[src/rtl/dmem_arb_pkg.sv]
// Shared definitions for the data-RAM arbiter.
//   owner_e          : which master the one-cycle-late response belongs to
//   DMEM_NUM_MASTERS : number of requesters in front of the RAM
//   DMEM_WAIT_W      : width of the master-1 starvation counter
package dmem_arb_pkg;

  localparam int DMEM_NUM_MASTERS = 2;
  localparam int DMEM_WAIT_W      = 4;

  typedef enum logic [1:0] {
    OWN_NONE = 2'd0,
    OWN_M0   = 2'd1,
    OWN_M1   = 2'd2
  } owner_e;

endpackage

[src/rtl/dmem_arb_sel.sv]
// Arbitration decision for the data-RAM arbiter (purely combinational).
// Build option: DMEM_ARB_RR_EN selects round-robin; otherwise fixed priority
// (M0 wins) with a starvation guard that forces M1 through after MAX_WAIT
// consecutive denied cycles.
// Ports:
//   req_i    : request vector, bit x = master x
//   rr_i     : round-robin pointer (0 = M0 preferred on contention)
//   wait_i   : consecutive denied cycles seen by master 1
//   gnt_o    : one-hot (or zero) grant vector
//   rr_d_o   : next round-robin pointer
//   wait_d_o : next starvation counter value
module dmem_arb_sel
  import dmem_arb_pkg::*;
#(
  parameter int MAX_WAIT = 4
) (
  input  logic [DMEM_NUM_MASTERS-1:0] req_i,
  input  logic                        rr_i,
  input  logic [DMEM_WAIT_W-1:0]      wait_i,
  output logic [DMEM_NUM_MASTERS-1:0] gnt_o,
  output logic                        rr_d_o,
  output logic [DMEM_WAIT_W-1:0]      wait_d_o
);

`ifdef DMEM_ARB_RR_EN
  // Counter and its limit have no role in round-robin mode.
  logic                   unused_wait;
  logic [DMEM_WAIT_W-1:0] unused_limit;
  assign unused_wait  = ^wait_i;
  assign unused_limit = DMEM_WAIT_W'(MAX_WAIT);

  always_comb begin
    gnt_o    = '0;
    rr_d_o   = rr_i;
    wait_d_o = '0;
    if (req_i == 2'b11) begin
      gnt_o  = rr_i ? 2'b10 : 2'b01;
      // Pointer moves to the loser so it wins the next contended cycle.
      rr_d_o = ~rr_i;
    end else begin
      gnt_o = req_i;
    end
  end
`else
  localparam logic [DMEM_WAIT_W-1:0] WaitLimit = DMEM_WAIT_W'(MAX_WAIT);

  logic starved;
  assign starved = (wait_i >= WaitLimit);

  always_comb begin
    gnt_o    = '0;
    rr_d_o   = rr_i;
    wait_d_o = '0;
    if (req_i[1] && (!req_i[0] || starved)) begin
      gnt_o = 2'b10;
    end else if (req_i[0]) begin
      gnt_o = 2'b01;
    end
    // Count only while M1 is asking and losing; any M1 grant or a dropped
    // request restarts the count.
    if (req_i[1] && !gnt_o[1]) begin
      wait_d_o = wait_i + 1'b1;
    end
  end
`endif

endmodule

[src/rtl/dmem_arbiter.sv]
// Two-master arbiter in front of the single-port data RAM.
// Master 0 is the core load/store unit, master 1 the debug/preload/DMA port.
// One request is granted per cycle (combinationally); the loser sees gnt low
// and must hold its request. The response (rvalid + rdata) is routed to the
// master that owned the RAM in the previous cycle.
// Build option: DMEM_ARB_RR_EN (defined = round-robin, undefined = fixed
// priority with starvation guard on master 1).
// Ports:
//   clk, rst                 : clock, async active-high reset
//   mX_req/we/be/addr/wdata  : master X request (byte address)
//   mX_gnt                   : master X accepted this cycle
//   mX_rvalid/rdata          : master X response, one cycle after grant
//   mem_req/we/be/addr/wdata : RAM request (word address)
//   mem_rdata                : RAM read data, one cycle after mem_req
module dmem_arbiter
  import dmem_arb_pkg::*;
#(
  parameter int ADDR_W   = 12,
  parameter int DATA_W   = 32,
  parameter int MAX_WAIT = 4
) (
  input  logic                clk,
  input  logic                rst,

  input  logic                m0_req,
  input  logic                m0_we,
  input  logic [DATA_W/8-1:0] m0_be,
  input  logic [31:0]         m0_addr,
  input  logic [DATA_W-1:0]   m0_wdata,
  output logic                m0_gnt,
  output logic                m0_rvalid,
  output logic [DATA_W-1:0]   m0_rdata,

  input  logic                m1_req,
  input  logic                m1_we,
  input  logic [DATA_W/8-1:0] m1_be,
  input  logic [31:0]         m1_addr,
  input  logic [DATA_W-1:0]   m1_wdata,
  output logic                m1_gnt,
  output logic                m1_rvalid,
  output logic [DATA_W-1:0]   m1_rdata,

  output logic                mem_req,
  output logic                mem_we,
  output logic [DATA_W/8-1:0] mem_be,
  output logic [ADDR_W-1:0]   mem_addr,
  output logic [DATA_W-1:0]   mem_wdata,
  input  logic [DATA_W-1:0]   mem_rdata
);

  logic [DMEM_NUM_MASTERS-1:0] req_v;
  logic [DMEM_NUM_MASTERS-1:0] gnt;
  logic                        rr_q, rr_d;
  logic [DMEM_WAIT_W-1:0]      wait_q, wait_d;
  owner_e                      owner_q, owner_d;

  // Byte-offset bits and bits above the RAM size are don't-care (aliasing).
  logic unused_addr;
  assign unused_addr = ^{m0_addr[1:0], m0_addr[31:ADDR_W+2],
                         m1_addr[1:0], m1_addr[31:ADDR_W+2]};

  // Grants are suppressed for as long as reset is held.
  assign req_v = rst ? '0 : {m1_req, m0_req};

  dmem_arb_sel #(
    .MAX_WAIT (MAX_WAIT)
  ) u_sel (
    .req_i    (req_v),
    .rr_i     (rr_q),
    .wait_i   (wait_q),
    .gnt_o    (gnt),
    .rr_d_o   (rr_d),
    .wait_d_o (wait_d)
  );

  assign m0_gnt  = gnt[0];
  assign m1_gnt  = gnt[1];
  assign mem_req = |gnt;

  always_comb begin
    mem_we    = 1'b0;
    mem_be    = '0;
    mem_addr  = '0;
    mem_wdata = '0;
    owner_d   = OWN_NONE;
    if (gnt[1]) begin
      mem_we    = m1_we;
      mem_be    = m1_be;
      mem_addr  = m1_addr[ADDR_W+1:2];
      mem_wdata = m1_wdata;
      owner_d   = OWN_M1;
    end else if (gnt[0]) begin
      mem_we    = m0_we;
      mem_be    = m0_be;
      mem_addr  = m0_addr[ADDR_W+1:2];
      mem_wdata = m0_wdata;
      owner_d   = OWN_M0;
    end
  end

  always_ff @(posedge clk or posedge rst) begin
    if (rst) begin
      owner_q <= OWN_NONE;
      rr_q    <= 1'b0;
      wait_q  <= '0;
    end else begin
      owner_q <= owner_d;
      rr_q    <= rr_d;
      wait_q  <= wait_d;
    end
  end

  assign m0_rvalid = (owner_q == OWN_M0);
  assign m1_rvalid = (owner_q == OWN_M1);
  assign m0_rdata  = m0_rvalid ? mem_rdata : '0;
  assign m1_rdata  = m1_rvalid ? mem_rdata : '0;

endmodule

[config.mk]
export PLATFORM = sky130hd
export DESIGN_NAME = dmem_arbiter
export DESIGN_NICKNAME = d
export VERILOG_FILES = /design/src/rtl/dmem_arb_pkg.sv /design/src/rtl/dmem_arb_sel.sv /design/src/rtl/dmem_arbiter.sv
export SDC_FILE = /design/constraint.sdc
export NUM_CORES = 1
export LEC_CHECK = 0
export CAP_MARGIN = 10
export CORE_AREA = 4 4 110 112
export CTS_BUF_LIST = sky130_fd_sc_hd__clkbuf_8 sky130_fd_sc_hd__clkbuf_16
export CTS_CLUSTER_SIZE = 28
export DETAILED_ROUTE_END_ITERATION = 8
export DIE_AREA = 0 0 114 116
export GPL_TIMING_DRIVEN = 0
export PLACE_DENSITY = 0.7
export SLEW_MARGIN = 10
export SYNTH_ARGS = -nofsm -noshare
export SYNTH_HDL_FRONTEND = slang
export SYNTH_SLANG_ARGS = --single-unit
[constraint.sdc]
create_clock -name clk -period 1.2 [get_ports clk]
set_input_delay 0.12 -clock clk [delete_from_list [all_inputs] [get_ports clk]]
set_output_delay 0.12 -clock clk [all_outputs]
set_load 0.005 [all_outputs]
# Word-level counts from Yosys, hierarchy flattened
# Cells that the tools add are included.
# totals
reg_bits	6
inputBits	174
wordCells	28
# op_classes
addsub	1
magnitude_cmp	1
eq_ne	2
mux	16
n_reduce_logical	6
# ops
cell	count
two-way mux 32 bit	4
two-way mux 12 bit	2
two-way mux 4 bit	3
two-way mux 2 bit	3
adder 4 x 1 -> 4 bit (second input constant)	1
greater-or-equal comparator 4 x 3 -> 1 bit (second input constant)	1
two-way mux 1 bit	4
== test 2 x 1 -> 1 bit (second input constant)	1
== test 2 bit (second input constant)	1
logical AND 1 bit	2
zero test 1 bit	2
OR reduction 2 bit	1
logical OR 1 bit	1

# Depth between registers and ports, before layout
# logic_depth
word_depth	8
mapped_depth	5
mapped_depth_nobuf	3

# Modules after synthesis
# Synthesis repeated with hierarchy kept, for this count alone.
# unflattened
hier_cells	160
area_unflattened_um2	1251.2
# by_module_without_submodules
mod	instances	cells_each	area_per_inst_um2	seq_area_each_um2
dmem_arbiter	1	148	1163.6	175.2
dmem_arb_sel	1	12	87.6	0.0

# Worst setup path after synthesis
# Ideal clock, no wire load.
# synth_timing
path_type	register -> output
from	register wait_q[3]
to	output port mem_addr[0]
arrival_time_ns	1.170
path_slack_ns	-0.090
stages_incl_launch_ff	6
n_path_buf	2
cell_sequence	dfrtp_1 > nor3b_4 > nor2b_2 > buf_6 > buf_8 > a22o_1
# synth_lines
item	line_no	text
from (decl)	dmem_arbiter.sv:54	logic [DMEM_WAIT_W-1:0] wait_q, wait_d;
from (signal assigned)	dmem_arbiter.sv:109	wait_q <= wait_d;
greater-or-equal comparator 4 x 3 -> 1 bit	dmem_arb_sel.sv:48	assign starved = (wait_i >= WaitLimit);
logical OR 1 bit	dmem_arb_sel.sv:54	if (req_i[1] && (!req_i[0] || starved)) begin
logical AND 1 bit	dmem_arb_sel.sv:54	
two-way mux 2 bit	dmem_arb_sel.sv:54	
via m1_gnt	dmem_arbiter.sv:39	output logic m1_gnt,
two-way mux 12 bit	dmem_arbiter.sv:86	if (gnt[1]) begin
to (decl)	dmem_arbiter.sv:46	output logic [ADDR_W-1:0] mem_addr,
# The timed path passes the listed nets, and every way through them passes these cells.

# Worst setup path in the final report
# layout_timing
from	register wait_q[3]
to	output port mem_be[1]
# layout_via
elab_chain_cells	6
# layout_lines
item	line_no	text
greater-or-equal comparator 4 x 3 -> 1 bit (*)	dmem_arb_sel.sv:48	
logical OR 1 bit (*)	dmem_arb_sel.sv:54	
logical AND 1 bit (*)	dmem_arb_sel.sv:54	
two-way mux 2 bit (*)	dmem_arb_sel.sv:54	
two-way mux 4 bit	dmem_arbiter.sv:92	end else if (gnt[0]) begin
two-way mux 4 bit (*)	dmem_arbiter.sv:86	
to (decl)	dmem_arbiter.sv:45	output logic [DATA_W/8-1:0] mem_be,
# Mark *: on every way between the ends. The rest lies on a longest branch, timed or not.

==> impl_results.md <==
* CP endpoint kind: output pin
* I/O pins at about 300
* DR WL/cell at approximately 16 µm
* Initial antenna violation count at 0
* Syn nets at 329
* Fillers at between 1000 and 1500
* Sink Count at 6
* Min Tclk post-route at 1768 ps
* Reg clk slew, reported paths at about 30 ps
* Unique masters post-synth at 18
* Die width at 114 µm
* Post-route DRC at 0
* Post-route ant nets at 0
* Drt via density at roughly 4.0
* Crit path DAT at around 1700 ps
* HPWL after DPL at 7.489 mm
* Num CTS Buffers at 3
* WHS at ~66 ps
* Area contributors post-synth: a22o_1, and2_1, dfrtp_1, buf_8, buf_2
* FP Rows at 39
* Worst Setup Start Kind: register
* Worst hold path type: in -> async
* Core area at about 11000 µm²
* Placed inst area at about 4000 µm²
* Die H at 116 µm
* Port Buffers at between 200 and 300
* Comb pwr share at 0.652
* Peak VDD IR at roughly 600 µV
* Synthesis Warnings at 0
* Critical path fanouts, max at 5
* Design Area, Final at around 4600 µm²
* Leak Pwr at between 2 and 2.5 nW
* # diodes at 0
* Area Growth Syn to Fin at 271.6%
* Mapped Area at 1236 µm²
* Syn Inst Count at approximately 150
* Total Wirelength at 9.721 mm
* Post-synth EDFFs at 0
* Setup ws final at -567.7 ps
* Setup Skew at roughly 1.0 ps
* Drt pass-1 iters at 4
* Vias in the first global route at 2588
* First-pass GRT wire length at between 10 and 15 mm
* Top cells by instance count after synthesis: and2_1, a22o_1, buf_2, clkbuf_1, dfrtp_1
* Clk Latency, worst-skew pair at roughly 230 ps
* Internal power at around 1.6 mW
* Synth Register Bits at 6
* Most numerous cell in the Yosys netlist: and2_1
* Worst slack at placement at -1081 ps
* Net Sw Power at 0.5402 mW
* Layout cell share with drive strength beyond 1 at 0.5600
* CTS root buf: clkbuf_16
* Layout net count at 627
* Pwr dens at ~470 nW/µm²
* Final Wtd Congestion at approximately 0.75
* Top cell type's share of synthesized area at 0.3472
* Fmax at 565.7 MHz
* Gr usage total at 0.1240
* Vias at roughly 2300
* Sw Ratio at 0.2511
* WS Path Type: reg -> out
* Number of max-cap violations at 0
* Fin crit share at 1.473
* Yosys top cell by area: a22o_1
* RSZ-0062 raised after global routing: true
* GRT Residual Overflow at 0
* Clock power frac at 0.247
* Starting Density at 0.1101
* Flop pwr share at 0.100
* Outcome: finished with violations
* Die ar. at about 13000 µm²
* Failing checks: setup timing
* Initial DRC count at between 60 and 70
* Htree depth at 1
* Largest net degree at the start of global routing at 11
* Setup-failing EPs final at about 120
* Most used DFF post-synth: dfrtp_1
* Seq/Total Area, Yosys at 0.1215
* Post-layout total power at between 2 and 2.5 mW
* Slew Viols, Final at 0
* Final hold violation count at 0
* CTS tree: yes
* Ys async rst share at 1.000
* Clock tree buffer depth at 2
* WP data required at 1080 ps
* Mean post-synth cell area at ~8.0 µm²
[cells by family (layout without fill, tap and decap cells)]
logic type      count (synthesis)  after routing  share of synthesized area
compound gates                 50             50                     0.3512
fa+ha+maj                       1              1                    0.01012
flops                           6              6                     0.1215
buf+inv                        19            315                     0.1154
simple gates                   77             77                     0.3988
other cells                     1              1                   0.003034
[power groups by stage]
stage          clock [mW]  sequential [mW]  combinational, mW
5_1_grt             0.559            0.217               1.49
6_report            0.532            0.216               1.40
4_1_cts             0.542            0.216               1.30
2_1_floorplan           0            0.215              0.298
3_5_place_dp            0            0.216               1.19
3_3_place_gp            0            0.216               1.17
[registers in the layout (all words and copies together), names as in the netlist]
signal	flops
owner_q	2
wait_q	4
[area by class of cell]
class / count / area, µm² / area share
timing repair buffer: 298 / 2890 / 0.6293
multi-input combinational: 129 / 1122 / 0.2443
tap: 143 / 178.9 / 0.03895
buffer: 13 / 172.7 / 0.03759
sequential: 6 / 150.1 / 0.03269
clock buffer: 3 / 75.07 / 0.01634
inverter: 1 / 3.754 / 0.0008172
[timing repair]
action	4_1_cts	5_1_grt
gates resized for setup	559	131
cloned	9	2
pin swaps	45	27
buffers inserted	35	9
hold buffers	0	0
endpoints found under the setup margin	118	119
[cells in the final DEF, fill, tap and decap left out, types with 5 or more instances in the layout]
cell type        instances
clkdlybuf4s50_1        131
buf_6                  105
and2_4                  60
buf_2                   52
a22o_1                  49
buf_8                   11
dfrtp_1                  6
clkbuf_16                5
[per-layer routing]
layer  vias to the layer above  track usage  routed length [µm]
li1                       1144            -                   -
met1                      1092       0.1345                3484
met2                       102       0.2518                5561
met3                         6      0.02507                 596
met4                         0      0.01504                  79
met5                         -            0                   0
[worst max-delay path: stages, from the launching register on]
cell     delay, ps
dfrtp_1        400
o21ai_2         90
and3_1         150
buf_6          140
buf_6          120
buf_6          110
buf_6          100
a22o_1         190
buf_2          130
[per-stage QoR]
stage / util / setup TNS [ps] / cells
after floorplan: - / -3235 / 154
after global placement: 0.3499 / -91460 / 548
after detailed placement: 0.3499 / -93990 / 548
after CTS: 0.3817 / -48100 / 592
after global routing: 0.4093 / -51460 / 593
final: 0.4093 / -42060 / 593
[path summary, 6_finish.rpt]
path                           start          to  slack, ps  depth (start not counted)
setup / recovery           wait_q[3]   mem_be[1]       -570                          8
hold / removal                   rst   wait_q[0]         70                          3
setup reg to reg           wait_q[2]  owner_q[1]       -220                          6
hold reg to reg            wait_q[0]   wait_q[0]        440                          1
max in group asynchronous        rst   wait_q[1]       1020                          3
min in group clk              m0_req  owner_q[0]        230                          2
Note: power is estimated with default switching activity, not from simulation.
